==> src/rtl/rv32e_pkg.sv <==
// Shared RV32E definitions: data width, bubble encoding, instruction field
// positions and the major opcodes recognised by decode.
package rv32e_pkg;

    localparam int unsigned XLEN = 32;
    localparam logic [XLEN-1:0] INSTR_NOP = '0;

    localparam int unsigned OpcodeLsb = 0;
    localparam int unsigned OpcodeMsb = 6;
    localparam int unsigned Funct3Lsb = 12;
    localparam int unsigned Funct3Msb = 14;
    localparam int unsigned Funct7Lsb = 25;
    localparam int unsigned Funct7Msb = 31;

    typedef enum logic [6:0] {
        OpLoad   = 7'b0000011,
        OpImm    = 7'b0010011,
        OpAuipc  = 7'b0010111,
        OpStore  = 7'b0100011,
        OpReg    = 7'b0110011,
        OpLui    = 7'b0110111,
        OpBranch = 7'b1100011,
        OpJalr   = 7'b1100111,
        OpJal    = 7'b1101111,
        OpSystem = 7'b1110011
    } opcode_e;

    function automatic logic [6:0] instr_opcode(input logic [XLEN-1:0] instr);
        return instr[OpcodeMsb:OpcodeLsb];
    endfunction

    function automatic logic [2:0] instr_funct3(input logic [XLEN-1:0] instr);
        return instr[Funct3Msb:Funct3Lsb];
    endfunction

    function automatic logic [6:0] instr_funct7(input logic [XLEN-1:0] instr);
        return instr[Funct7Msb:Funct7Lsb];
    endfunction

endpackage

==> src/rtl/fetch_unit_if.sv <==
// Fetch-stage bus: instruction-memory request/response, redirect from execute
// and the decode-side handshake with pre-split instruction fields.
interface fetch_unit_if;
    import rv32e_pkg::*;

    logic            imem_req_valid;
    logic            imem_req_ready;
    logic [XLEN-1:0] imem_req_addr;
    logic            imem_rsp_valid;
    logic [XLEN-1:0] imem_rsp_data;
    logic            redirect_valid;
    logic [XLEN-1:0] redirect_pc;
    logic            if_valid;
    logic            if_ready;
    logic [XLEN-1:0] if_instr;
    logic [XLEN-1:0] if_pc;
    logic [6:0]      opcode;
    logic [2:0]      funct3;
    logic [6:0]      funct7;

    modport master (
        output imem_req_valid, imem_req_addr, if_valid, if_instr, if_pc,
               opcode, funct3, funct7,
        input  imem_req_ready, imem_rsp_valid, imem_rsp_data, redirect_valid,
               redirect_pc, if_ready
    );

    modport slave (
        input  imem_req_valid, imem_req_addr, if_valid, if_instr, if_pc,
               opcode, funct3, funct7,
        output imem_req_ready, imem_rsp_valid, imem_rsp_data, redirect_valid,
               redirect_pc, if_ready
    );

endinterface

==> src/rtl/fetch_queue.sv <==
// Two-entry synchronous FIFO with flush; flush overrides push and pop.
module fetch_queue #(
    parameter int unsigned Width = 32
) (
    input  logic             clk,
    input  logic             rst,
    input  logic             flush_i,
    input  logic             push_i,
    input  logic [Width-1:0] push_data_i,
    input  logic             pop_i,
    output logic [Width-1:0] head_o,
    output logic [1:0]       count_o,
    output logic             empty_o,
    output logic             full_o
);

    logic [Width-1:0] mem_q [2];
    logic [Width-1:0] mem_d [2];
    logic             rd_ptr_q, rd_ptr_d;
    logic             wr_ptr_q, wr_ptr_d;
    logic [1:0]       count_q, count_d;
    logic             do_push, do_pop;

    assign do_pop  = pop_i && (count_q != 2'd0);
    assign do_push = push_i && ((count_q != 2'd2) || do_pop);

    always_comb begin
        mem_d    = mem_q;
        rd_ptr_d = rd_ptr_q;
        wr_ptr_d = wr_ptr_q;
        count_d  = count_q;
        if (flush_i) begin
            rd_ptr_d = 1'b0;
            wr_ptr_d = 1'b0;
            count_d  = 2'd0;
        end else begin
            if (do_push) begin
                mem_d[wr_ptr_q] = push_data_i;
                wr_ptr_d        = !wr_ptr_q;
            end
            if (do_pop) begin
                rd_ptr_d = !rd_ptr_q;
            end
            count_d = count_q + {1'b0, do_push} - {1'b0, do_pop};
        end
    end

    always_ff @(posedge clk or posedge rst) begin
        if (rst) begin
            mem_q[0] <= '0;
            mem_q[1] <= '0;
            rd_ptr_q <= 1'b0;
            wr_ptr_q <= 1'b0;
            count_q  <= 2'd0;
        end else begin
            mem_q    <= mem_d;
            rd_ptr_q <= rd_ptr_d;
            wr_ptr_q <= wr_ptr_d;
            count_q  <= count_d;
        end
    end

    assign head_o  = mem_q[rd_ptr_q];
    assign count_o = count_q;
    assign empty_o = (count_q == 2'd0);
    assign full_o  = (count_q == 2'd2);

endmodule

==> src/rtl/fetch_unit.sv <==
// RV32E instruction fetch: PC, credit-limited imem requests, 2-entry
// instruction queue towards decode, and redirect flush with stale-response drop.
module fetch_unit
    import rv32e_pkg::*;
#(
    parameter logic [XLEN-1:0] RESET_PC = 32'h0000_0000
) (
    input logic          clk,
    input logic          rst,
    fetch_unit_if.master bus
);

    // Outstanding count can exceed 2 while stale responses are still draining.
    localparam int unsigned CntW    = 3;
    localparam int unsigned CreditW = CntW + 1;

    logic [XLEN-1:0]   pc_q, pc_d;
    logic [CntW-1:0]   inflight_q, inflight_d;
    logic [CntW-1:0]   drop_q, drop_d;
    logic [CreditW-1:0] credits_used;
    logic              req_valid, req_fire, rsp_keep, iq_pop;
    logic [1:0]        iq_count, af_count;
    logic              iq_empty, iq_full, af_empty, af_full;
    logic [2*XLEN-1:0] iq_head;
    logic [XLEN-1:0]   af_head, if_instr;

    assign credits_used = {1'b0, inflight_q} + CreditW'(iq_count) - {1'b0, drop_q};
    assign req_valid    = !rst && !bus.redirect_valid && (credits_used < CreditW'(2));
    assign req_fire     = req_valid && bus.imem_req_ready;
    assign rsp_keep     = bus.imem_rsp_valid && (drop_q == '0) && !bus.redirect_valid;
    assign iq_pop       = !iq_empty && bus.if_ready && !bus.redirect_valid;

    always_comb begin
        pc_d       = pc_q;
        inflight_d = inflight_q + CntW'(req_fire) - CntW'(bus.imem_rsp_valid);
        drop_d     = drop_q;
        if (bus.redirect_valid) begin
            pc_d   = {bus.redirect_pc[XLEN-1:2], 2'b00};
            drop_d = inflight_q - CntW'(bus.imem_rsp_valid);
        end else begin
            if (req_fire) begin
                pc_d = pc_q + XLEN'(4);
            end
            if (bus.imem_rsp_valid && (drop_q != '0)) begin
                drop_d = drop_q - CntW'(1);
            end
        end
    end

    always_ff @(posedge clk or posedge rst) begin
        if (rst) begin
            pc_q       <= RESET_PC;
            inflight_q <= '0;
            drop_q     <= '0;
        end else begin
            pc_q       <= pc_d;
            inflight_q <= inflight_d;
            drop_q     <= drop_d;
        end
    end

    // Holds addresses of kept requests only; dropped responses never pop it.
    fetch_queue #(.Width(XLEN)) u_addr_fifo (
        .clk        (clk),
        .rst        (rst),
        .flush_i    (bus.redirect_valid),
        .push_i     (req_fire),
        .push_data_i(pc_q),
        .pop_i      (rsp_keep),
        .head_o     (af_head),
        .count_o    (af_count),
        .empty_o    (af_empty),
        .full_o     (af_full)
    );

    fetch_queue #(.Width(2 * XLEN)) u_instr_queue (
        .clk        (clk),
        .rst        (rst),
        .flush_i    (bus.redirect_valid),
        .push_i     (rsp_keep),
        .push_data_i({bus.imem_rsp_data, af_head}),
        .pop_i      (iq_pop),
        .head_o     (iq_head),
        .count_o    (iq_count),
        .empty_o    (iq_empty),
        .full_o     (iq_full)
    );

    assign if_instr           = iq_empty ? INSTR_NOP : iq_head[2*XLEN-1:XLEN];
    assign bus.imem_req_valid = req_valid;
    assign bus.imem_req_addr  = pc_q;
    assign bus.if_valid       = !iq_empty;
    assign bus.if_instr       = if_instr;
    assign bus.if_pc          = iq_empty ? '0 : iq_head[XLEN-1:0];
    assign bus.opcode         = instr_opcode(if_instr);
    assign bus.funct3         = instr_funct3(if_instr);
    assign bus.funct7         = instr_funct7(if_instr);

    a_no_push_full: assert property (@(posedge clk) disable iff (rst) !(rsp_keep && iq_full));
    a_no_addr_overflow: assert property (@(posedge clk) disable iff (rst) !(req_fire && af_full));
    a_keep_has_addr: assert property (@(posedge clk) disable iff (rst) !(rsp_keep && af_empty));
    a_addr_tracks: assert property (@(posedge clk) disable iff (rst)
        CntW'(af_count) == (inflight_q - drop_q));

endmodule

==> src/flat_wrapper.sv <==
// flat-port wrapper written by rule: the top's interface ports become plain ports
module fetch_unit_flat import rv32e_pkg::*;
#(
    parameter logic [XLEN-1:0] RESET_PC = 32'h0000_0000
)
  (clk, rst, bus_imem_req_valid, bus_imem_req_addr, bus_if_valid, bus_if_instr, bus_if_pc, bus_opcode, bus_funct3, bus_funct7, bus_imem_req_ready, bus_imem_rsp_valid, bus_imem_rsp_data, bus_redirect_valid, bus_redirect_pc, bus_if_ready);
  fetch_unit_if bus_i ();
  input logic clk;
  input logic rst;
  output wire logic [$bits(bus_i.imem_req_valid)-1:0] bus_imem_req_valid;
  output wire logic [$bits(bus_i.imem_req_addr)-1:0] bus_imem_req_addr;
  output wire logic [$bits(bus_i.if_valid)-1:0] bus_if_valid;
  output wire logic [$bits(bus_i.if_instr)-1:0] bus_if_instr;
  output wire logic [$bits(bus_i.if_pc)-1:0] bus_if_pc;
  output wire logic [$bits(bus_i.opcode)-1:0] bus_opcode;
  output wire logic [$bits(bus_i.funct3)-1:0] bus_funct3;
  output wire logic [$bits(bus_i.funct7)-1:0] bus_funct7;
  input wire logic [$bits(bus_i.imem_req_ready)-1:0] bus_imem_req_ready;
  input wire logic [$bits(bus_i.imem_rsp_valid)-1:0] bus_imem_rsp_valid;
  input wire logic [$bits(bus_i.imem_rsp_data)-1:0] bus_imem_rsp_data;
  input wire logic [$bits(bus_i.redirect_valid)-1:0] bus_redirect_valid;
  input wire logic [$bits(bus_i.redirect_pc)-1:0] bus_redirect_pc;
  input wire logic [$bits(bus_i.if_ready)-1:0] bus_if_ready;
  assign bus_imem_req_valid = bus_i.imem_req_valid;
  assign bus_imem_req_addr = bus_i.imem_req_addr;
  assign bus_if_valid = bus_i.if_valid;
  assign bus_if_instr = bus_i.if_instr;
  assign bus_if_pc = bus_i.if_pc;
  assign bus_opcode = bus_i.opcode;
  assign bus_funct3 = bus_i.funct3;
  assign bus_funct7 = bus_i.funct7;
  assign bus_i.imem_req_ready = bus_imem_req_ready;
  assign bus_i.imem_rsp_valid = bus_imem_rsp_valid;
  assign bus_i.imem_rsp_data = bus_imem_rsp_data;
  assign bus_i.redirect_valid = bus_redirect_valid;
  assign bus_i.redirect_pc = bus_redirect_pc;
  assign bus_i.if_ready = bus_if_ready;
  fetch_unit #(.RESET_PC(RESET_PC)) u_core (.clk(clk), .rst(rst), .bus(bus_i));
endmodule
==> config.mk <==
export PLATFORM = sky130hd
export DESIGN_NAME = fetch_unit_flat
export DESIGN_NICKNAME = d
export VERILOG_FILES = /design/src/rtl/rv32e_pkg.sv /design/src/rtl/fetch_unit_if.sv /design/src/rtl/fetch_queue.sv /design/src/rtl/fetch_unit.sv /design/src/flat_wrapper.sv
export SDC_FILE = /design/constraint.sdc
export NUM_CORES = 1
export LEC_CHECK = 0
export CORE_MARGIN = 3
export CORE_UTILIZATION = 35
export DETAILED_ROUTE_END_ITERATION = 6
export SETUP_SLACK_MARGIN = 0.5
export SLEW_MARGIN = 5
export SYNTH_ARGS = -nofsm -noshare
export SYNTH_HDL_FRONTEND = slang
export SYNTH_HIERARCHICAL = 1
export SYNTH_SLANG_ARGS = --single-unit
==> constraint.sdc <==
create_clock -name clk -period 13.95 [get_ports clk]
set_input_delay 4.185 -clock clk [delete_from_list [all_inputs] [get_ports clk]]
set_output_delay 4.185 -clock clk [all_outputs]
set_load 0.05 [all_outputs]
### Word-level counts from Yosys, hierarchy flattened

Index checks and enable logic that the tools add are counted.
W data, S select, Z words.

* logic and storage cells: 102
* bits in registers: 238

* order comparisons: 7
* reduce and logical (&&, ||, !) cells: 36
* $add $sub $neg: 11
* equal/unequal tests: 2
* mux-type cells: 28
* bitwise logic cells: 5

Operators with widths (count)
* $mux W32: 8
* $mux W64: 4
* $bwmux W128: 1
* $bwmux W64: 1
* $demux W64 S1: 1
* $add A32 B3 Y32 const B: 1
* $demux W32 S1: 1
* $reduce_bool A2 Y1: 8
* $logic_and A1 B1 Y1: 14
* $ge A2 B2 Y1 const B: 4
* $mux W1: 8
* $not A1 Y2: 4
* $logic_not A1 Y1: 7
* $mux W3: 2
* $sub A3 B1 Y3: 2
* $add A2 B1 Y2: 2
* $add A3 B2 Y4: 1
* $lt A2 B1 Y1 const B: 2
* $lt A4 B2 Y1 const B: 1
* $mux W2: 2
* $ne A2 B2 Y1 const B: 2
* $reduce_and A2 Y1: 2
* $sub A2 B1 Y2: 2
* $sub A4 B3 Y4: 1
* 7 further kinds: 8

### Depth between registers and ports, before layout

* depth after elaboration: 10
* depth in mapped cells: 16
* gate-level depth less buffers: 15

### Modules after synthesis

Netlist, hierarchy kept.

Modules (own cells, without submodules)
* fetch_queue (u_core.u_instr_queue): cells an instance 366, instances 1, area each 5983.2 µm²
* fetch_unit: cells an instance 365, instances 1, area each 3114.2 µm²
* fetch_queue (u_core.u_addr_fifo): cells an instance 196, instances 1, area each 3110.5 µm²

### Worst setup path before layout

No wires, ideal clock.

* kind: in2out
* start: input port bus_redirect_valid
* end: output port bus_imem_req_valid
* stages on the path: 3
* setup slack: 3.622 ns
* data arrival time: 6.143 ns
* data required time: 9.765 ns
* buffers on the path: 2
* cell sequence: clkbuf_1 buf_1 nor4_1

* word-level cells in the longest chain between the ends: 3

RTL lines
* from (decl): line flat_wrapper.sv:21 `input wire logic [$bits(bus_i.redirect_valid)-1:0] bus_redirect_valid;`
* $logic_not A1 Y1: line fetch_unit.sv:28 `assign req_valid = !rst && !bus.redirect_valid && (credits_used < CreditW'(2));`
* $logic_and A1 B1 Y1 (2 in series): line fetch_unit.sv:28
* to (decl): line flat_wrapper.sv:10 `output wire logic [$bits(bus_i.imem_req_valid)-1:0] bus_imem_req_valid;`

Every way passes these cells.

### Worst setup path in the final report

* start: input port rst
* end: output port bus_imem_req_valid

* word-level cells in the longest chain between the ends: 3

RTL lines
* from (decl): line flat_wrapper.sv:9 `input logic rst;`
* $logic_not A1 Y1: line fetch_unit.sv:28
* $logic_and A1 B1 Y1 (2 in series): line fetch_unit.sv:28

Every way passes these cells.

==> summary.txt <==
Status: finished, final reports clean
Cts bufs inserted: 28
Die height: 193 µm
FILL cells: 3166
Power per Cell Area: 144 mW/mm²
Postcts setup bufs: 0
GRT overflow: 0
Final TNS setup: 0 ns
Drt first pass iters: 5
Max incr delay on CP: 0.87 ns
Port Buf Inserts: 180
Area Overhead vs Synth: 24.5%
DP Area: 0.0143 mm²
Fmax: 0.0962 GHz
Die Area: 0.0371 mm²
Clock Latency Late Sink: 0.53 ns
WL/cell: 17.6 µm
CP Max Fanout: 5
Post-layout min period: 10.40 ns
Pleak: 6.73 nW
Initial antenna violation count: 1
Post-route ant nets: 0
Hold Path Class: flip-flop to flip-flop
Max clock buf depth: 3
Delay-heaviest family, CP: buffers and inverters
Worst vdd ir: 0.0000904 V
Initial DRC Count: 266
CP cell instances: clkdlybuf4s50_1, nor2_1, nand2_1, nor4_1, clkdlybuf4s50_1
Die W: 193 µm
Final instance area: 0.0152 mm²
Crit start category: primary input
Max Cap Violations: 0
Clock Skews: 0.0127 ns
HPWL after DPL: 17800 µm
Share of cells above drive strength 1: 33.1%
Core Rows: 67
Root Driver: clkbuf_16
Slowest CP cell: clkdlybuf4s50_1
Initial Utilization: 35.9%
Hold Vio Cnt, Final: 0
Pins Over Slew Limit: 0
Remaining DRCs: 0
First-pass GRT wire length: 44300 µm
Vias in the first global route: 7771
CTS H-Tree Depth: 1
DRT Wirelength: 27300 µm
Total core area: 0.0340 mm²
Mapped Area: 0.0122 mm²
Setup CP Type: primary input to output pin
Drt via density: 4.91
Synth warn: 6
Final period utilization: 74.5%
Unrepaired setup endpoints after global routing: false
Avg Synthesized Cell Area: 13.2 µm²
Gpl congestion: 0.742
Vias: 7611
Nets: 1170
Core Util, Final: 44.7%
Ports: 185
Final-report setup violation count: 0
Pin count of the biggest net entering global routing: 89
CTS sink cnt: 236
Diode count: 0
Slew HR: 30.9%
CTS tree: done
Worst setup EP type: output pin
Worst-Margin Slew: 1.04 ns
Syn Inst Count: 924
Post-CTS sizing: 0
Worst endpoint required time: 9.76 ns
CP Buf/Inv Count: 2
Hold Slack: 0.482 ns
Reg clk slew, reported paths: 0.05 ns
GRT Util Overall: 14.8%
Hold-fix buffers, CTS: 0
Worst path arrival time: 6.21 ns
Crit-path most repeated cell: clkdlybuf4s50_1
==> cell type report <==
type | count | area, µm² | area share, %
well taps | 448 | 561 | 3.69
inverters | 27 | 106 | 0.701
multi-input cells | 595 | 5780 | 38.1
flip-flops and latches | 236 | 5910 | 38.9
repair buffers | 194 | 1900 | 12.5
clock buffers | 43 | 848 | 5.59
clock inverters | 7 | 70.1 | 0.462
==> final timing paths <==
path / startpoint / endpoint / slack (ns) / cells past startpoint
worst max-delay path: rst / bus_imem_req_valid / 3.55 / 5
worst min-delay path: u_core/u_instr_queue/mem_q[34]$_DFFE_PP0P_ / u_core/u_instr_queue/mem_q[34]$_DFFE_PP0P_ / 0.48 / 1
worst max register to register: u_core/u_instr_queue/count_o[1]$_DFF_PP0_ / u_core/u_addr_fifo/mem_q[31]$_DFFE_PP0P_ / 9.90 / 12
worst min register to register: u_core/u_instr_queue/mem_q[34]$_DFFE_PP0P_ / u_core/u_instr_queue/mem_q[34]$_DFFE_PP0P_ / 0.48 / 1
max in group asynchronous: rst / u_core/u_instr_queue/mem_q[43]$_DFFE_PP0P_ / 8.30 / 3
min in group asynchronous: rst / u_core/u_instr_queue/wr_ptr_q$_DFFE_PP0P_ / 4.28 / 2
==> flip-flops by register name (all words and copies together) (netlist names) <==
signal	count
u_core/u_instr_queue/mem_q	128
u_core/u_addr_fifo/rd_ptr_q	1
u_core/u_addr_fifo/mem_q	64
u_core/drop_q	3
u_core/u_addr_fifo/count_o	2
u_core/bus.imem_req_addr	30
u_core/u_instr_queue/count_o	2
u_core/u_instr_queue/rd_ptr_q	1
u_core/inflight_q	3
u_core/u_instr_queue/wr_ptr_q	1
u_core/u_addr_fifo/wr_ptr_q	1
==> through the flow <==
stage | instances | setup WS, ns | power [W]
2_1_floorplan | 929 | 3.62 | 0.00133
3_3_place_gp | 1500 | 3.53 | 0.00147
3_5_place_dp | 1500 | 3.58 | 0.00148
4_1_cts | 1550 | 3.55 | 0.00222
5_1_grt | 1550 | 3.41 | 0.00232
6_report | 1550 | 3.55 | 0.00218
==> layout by cell type, fill, tap and decap left out, types with 4 or more instances in the layout <==
cell / n
a2111oi_0: 5
a211oi_1: 7
a21oi_1: 9
a221o_1: 7
a22oi_1: 4
buf_4: 14
clkbuf_1: 7
clkbuf_16: 29
clkbuf_8: 7
clkdlybuf4s50_1: 179
conb_1: 6
dfrtp_1: 235
ha_1: 15
inv_1: 25
mux2_1: 4
mux2_2: 200
mux2_4: 90
mux2i_1: 5
nand2_1: 30
nand3_1: 15
nand4_1: 8
nor2_1: 18
nor2b_1: 73
nor3_1: 9
nor3b_1: 7
o21ai_0: 8
xnor2_1: 17
xor2_1: 8
==> where the power goes <==
| part | leakage (nW) | internal [W] | switching (W) |
|---|---|---|---|
| Combinational | 3.12 | 0.000300 | 0.000271 |
| Clock | 0.451 | 0.000435 | 0.000281 |
| Sequential | 3.16 | 0.000814 | 0.0000839 |
| Total | 6.73 | 0.00155 | 0.000636 |
==> routing by layer <==
layer / share of wire, % / track usage, % / vias up
li1: - / - / 3571
met1: 49 / 22.1 / 3807
met2: 44 / 22.8 / 193
met3: 5.8 / 2.49 / 38
met4: 1.7 / 2.89 / 2
met5: 0.033 / 0 / -
Note: power is estimated with default switching activity, not from simulation.
==> RTL change 1, RTL diff (same flow settings) <==
The package constant `XLEN` goes from 32 to 48.
--- a/src/rtl/rv32e_pkg.sv
+++ b/src/rtl/rv32e_pkg.sv
@@ -2,7 +2,7 @@
 // positions and the major opcodes recognised by decode.
 package rv32e_pkg;
 
-    localparam int unsigned XLEN = 32;
+    localparam int unsigned XLEN = 48;
     localparam logic [XLEN-1:0] INSTR_NOP = '0;
 
     localparam int unsigned OpcodeLsb = 0;
Ports: changed (5 resized); port bits go from 185 to 265. No check against the original RTL was run, so the function may have changed too.
==> RTL change 1 against the unedited design <==
Sequential cell count increased by 112. Register-to-register slack worse by 0.17 ns. Area after synthesis is 43% higher. Cell area rose by 43%. Synthesized cell count up 47%. Maximum frequency shrank 0.19%. Clock power rose by 54%. Count of clock-buffer cells in the layout grew 18. Wire length is 66% higher. Global-route usage is 2.3 points higher. Worst setup slack worse by 0.019 ns. Power increased by 54%.
==> RTL change 1: results (changes against the unedited design) <==
DR iter-0 viols 667 (+150%); routability-driven placement congestion ratio 0.844 (+14%); port bufs 260 (+44%); share of cells above drive strength 1 33.6% (+0.44 points); max FFs per register 192 (+50%); root buf cell clkbuf_16; Hold Crit Class register to register; outcome finished, final reports clean; pin count of the biggest net entering global routing 121 (+36%); clk_lat worst skew 0.55 ns (+0.02 ns); Vias/cell 5.08 (+3.4%); clk buf depth 3 (unchanged); synth warn 6 (unchanged); Hold Path Stages 1 (unchanged); ant diodes 0 (unchanged); PostCTS Resize Cnt 0 (unchanged); vias in the first global route 11995 (+54%); WL/cell 20.0 um (+13%); worst IR drop on VDD 0.0000853 V (-5.6%); total CTS buffers 41 (+46%); peak fanout along the critical path 4 (-1); # fillers 4596 (+45%); skew final 0.0214 ns (+0.00870 ns); P_leak 9.67 nW (+44%); Clock Pin Slew Worst Setup and Hold Paths 0.06 ns; initial antenna violation count 0 (-1); max_slew headroom 14.3% (-17 points); crit path DAT 6.23 ns (+0.02 ns); Final #Nets 1694 (+45%); H-tree lvl count 2 (+1); post-CTS setup buffers 0 (unchanged); first-pass GRT wire length 71.5 mm (+61%); first-pass detailed-route iteration total 5 (unchanged); register name with the most flops u_core/u_instr_queue/mem_q; R2R cell count 10 (-2); total track usage 17.1% (+2.3 points); post-DP HPWL 29.4 mm (+65%)
==> RTL change 1: worst paths after layout <==
| check | startpoint | endpoint | slack (ns) |
|---|---|---|---|
| max | rst | bus_imem_req_valid | 3.53 |
| min | u_core/u_instr_queue/mem_q[37] | u_core/u_instr_queue/mem_q[37] | 0.50 |
| max reg2reg | u_core/inflight_q[1] | u_core/u_addr_fifo/mem_q[44] | 9.73 |
| min reg2reg | u_core/u_instr_queue/mem_q[37] | u_core/u_instr_queue/mem_q[37] | 0.50 |
| max in group asynchronous | rst | u_core/u_instr_queue/mem_q[156] | 7.99 |
| min in group asynchronous | rst | u_core/u_addr_fifo/mem_q[25] | 4.36 |
==> RTL change 1: stage by stage <==
step	instances	cell area, um^2	setup WS [ns]	util (%)
final	2267	21700	3.53	44.3
after global routing	2267	21700	3.44	44.3
after CTS	2267	21700	3.52	44.3
after detailed placement	2195	20400	3.54	41.5
after global placement	2195	20400	3.55	41.5
after floorplan	1362	17400	4.42	-
==> RTL change 1: final cells by class <==
| cell class | count | area share [%] |
|---|---|---|
| flip-flops and latches | 348 | 40.1 |
| clock inverters | 11 | 0.846 |
| well taps | 664 | 3.82 |
| inverters | 31 | 0.581 |
| clock buffers | 61 | 5.49 |
| repair buffers | 271 | 12.3 |
| multi-input cells | 881 | 36.9 |
==> RTL change 1: per-layer routing <==
| metal | vias up | wire [um] | GRT usage (%) |
|---|---|---|---|
| met1 | 5853 | 21500 | 24.6 |
| li1 | 5259 | - | - |
| met3 | 69 | 2590 | 3.91 |
| met5 | - | 0 | 0 |
| met2 | 329 | 20300 | 26.2 |
| met4 | 0 | 1010 | 4.43 |
==> RTL change 1: power breakdown <==
part | internal, mW | total, mW | switching [mW]
Clock | 0.682 | 1.10 | 0.415
Sequential | 1.23 | 1.39 | 0.165
Combinational | 0.456 | 0.883 | 0.427
Total | 2.36 | 3.37 | 1.01
==> RTL change 1: critical path: stages <==
cell and delay [ns]:
clkdlybuf4s50_1 0.62, nor3_1 0.27, and4_1 0.29, clkdlybuf4s50_1 0.86
==> RTL change 2, RTL diff (same settings) <==
Made on the original files. Make the reset (`rst`) synchronous in 2 clocked blocks.
--- a/src/rtl/fetch_queue.sv
+++ b/src/rtl/fetch_queue.sv
@@ -45,7 +45,7 @@
         end
     end
 
-    always_ff @(posedge clk or posedge rst) begin
+    always_ff @(posedge clk) begin
         if (rst) begin
             mem_q[0] <= '0;
             mem_q[1] <= '0;
--- a/src/rtl/fetch_unit.sv
+++ b/src/rtl/fetch_unit.sv
@@ -47,7 +47,7 @@
         end
     end
 
-    always_ff @(posedge clk or posedge rst) begin
+    always_ff @(posedge clk) begin
         if (rst) begin
             pc_q       <= RESET_PC;
             inflight_q <= '0;
Function: differs if rst is asserted again (counterexample within 4 cycles, from zero or initial values and one cycle with rst high); with rst held inactive, the same outputs for 4 cycles.
==> RTL change 2 against the unedited design <==
Area after synthesis rose by 3.1%. Register-to-register slack worse by 0.22 ns. Wire length increased by 14%. Global-route usage is 0.92 points higher. Sequential cell count stayed put. Worst setup slack lost 0.25 ns. Cell area rose by 1.3%. Count of clock-buffer cells in the layout decreased by 4. Die area is 3.0% higher. Highest routed layer unchanged.
Power is not compared: it rests on default switching activity, and its combinational part moved more than twofold at a synthesized area within 25%.
==> RTL change 2: results (changes against the unedited design) <==
outcome finished, final reports clean; clk buf depth 3 (unchanged); Residual DRC 0 (unchanged); port bufs 180 (unchanged); max FFs per register 128 (unchanged); # fillers 3337 (+5.4%); total CTS buffers 28 (unchanged); final WL 31.0 mm (+14%); PostCTS Resize Cnt 0 (unchanged); post-DP HPWL 19.9 mm (+12%); post-CTS setup buffers 0 (unchanged); skew final 0.00959 ns (-0.00309 ns); root buf cell clkbuf_16; CP peak stage delay 0.85 ns (-0.02 ns); pin count of the biggest net entering global routing 180 (+100%); P_leak 5.81 nW; FF-to-FF Start u_core/u_instr_queue/count_o[1]; max_slew headroom 24.8% (-6.1 points); critical path startpoint bus_redirect_valid; crit path DAT 6.47 ns (+0.26 ns); setup TNS 0 ns (unchanged); total track usage 15.8% (+0.92 points); Final #Nets 1492 (+28%); CP max-delay cell clkdlybuf4s50_1; ant diodes 0 (unchanged); HP Start u_core/u_addr_fifo/mem_q[38]; worst IR drop on VDD 0.0000930 V; H-tree lvl count 1 (unchanged); peak fanout along the critical path 45 (+40); Vias/cell 4.95 (+0.79%); DR iter-0 viols 477 (+79%); initial antenna violation count 1 (unchanged); vias in the first global route 9328 (+20%); clk_lat worst skew 0.53 ns (about the same); synth warn 6 (unchanged); share of cells above drive strength 1 11.9% (-21 points); kind of cell adding the most delay to the critical path buffers and inverters; first-pass detailed-route iteration total 5 (unchanged); Hold Crit Class register to register; routability-driven placement congestion ratio 0.910 (+23%); first-pass GRT wire length 50.6 mm (+14%); Clock Pin Slew Worst Setup and Hold Paths 0.06 ns; register name with the most flops u_core/u_instr_queue/mem_q
RTL change 2: where the power goes:
part / internal [mW] / leakage (nW) / switching, mW
Sequential: 0.691 / 1.91 / 0.0200
Clock: 0.436 / 0.450 / 0.281
Combinational: 0.0960 / 3.45 / 0.133
RTL change 2: layout make-up:
class / instances / area share (%)
multi-input combinational: 922 / 46.7
tap: 455 / 3.70
timing repair buffer: 191 / 12.3
inverter: 25 / 0.611
clock inverter: 10 / 0.692
clock buffer: 39 / 5.23
sequential: 236 / 30.8
RTL change 2: routing by layer:
layer	routed length, um	share of wire [%]	GRT usage (%)	vias up
met1	15700	51	23.1	4371
met4	612	2.0	3.41	2
met2	12800	41	23.7	257
li1	-	-	-	4619
met5	13	0.042	0	-
met3	1910	6.2	3.42	45
RTL change 2: worst register-to-register path: stages, from the launching register on:
cell and delay [ns]:
dfxtp_1 0.46, inv_1 0.10, fa_1 0.49, inv_1 0.07, fa_1 0.43, xor2_1 0.18
or4b_1 0.69, a21oi_2 0.21, nand2_1 0.16, inv_1 0.19, inv_1 0.12, nor4_4 0.59
buf_4 0.32, mux2i_1 0.19
RTL change 2: worst paths after layout:
kind,cells past startpoint,slack (ns),end
hold / removal,2,0.47,u_core/u_addr_fifo/mem_q[38]
hold reg to reg,2,0.47,u_core/u_addr_fifo/mem_q[38]
setup / recovery,5,3.30,bus_imem_req_valid
setup reg to reg,13,9.68,u_core/u_addr_fifo/mem_q[43]
RTL change 2: stage by stage:
step,instance area [um^2],instances,util (%),setup WS [ns]
after global routing,15400,1878,44.0,3.20
after CTS,15400,1878,44.0,3.32
after detailed placement,14500,1829,41.4,3.34
after global placement,14500,1829,41.4,3.33
after floorplan,12600,1294,-,4.15
final,15400,1878,44.0,3.30
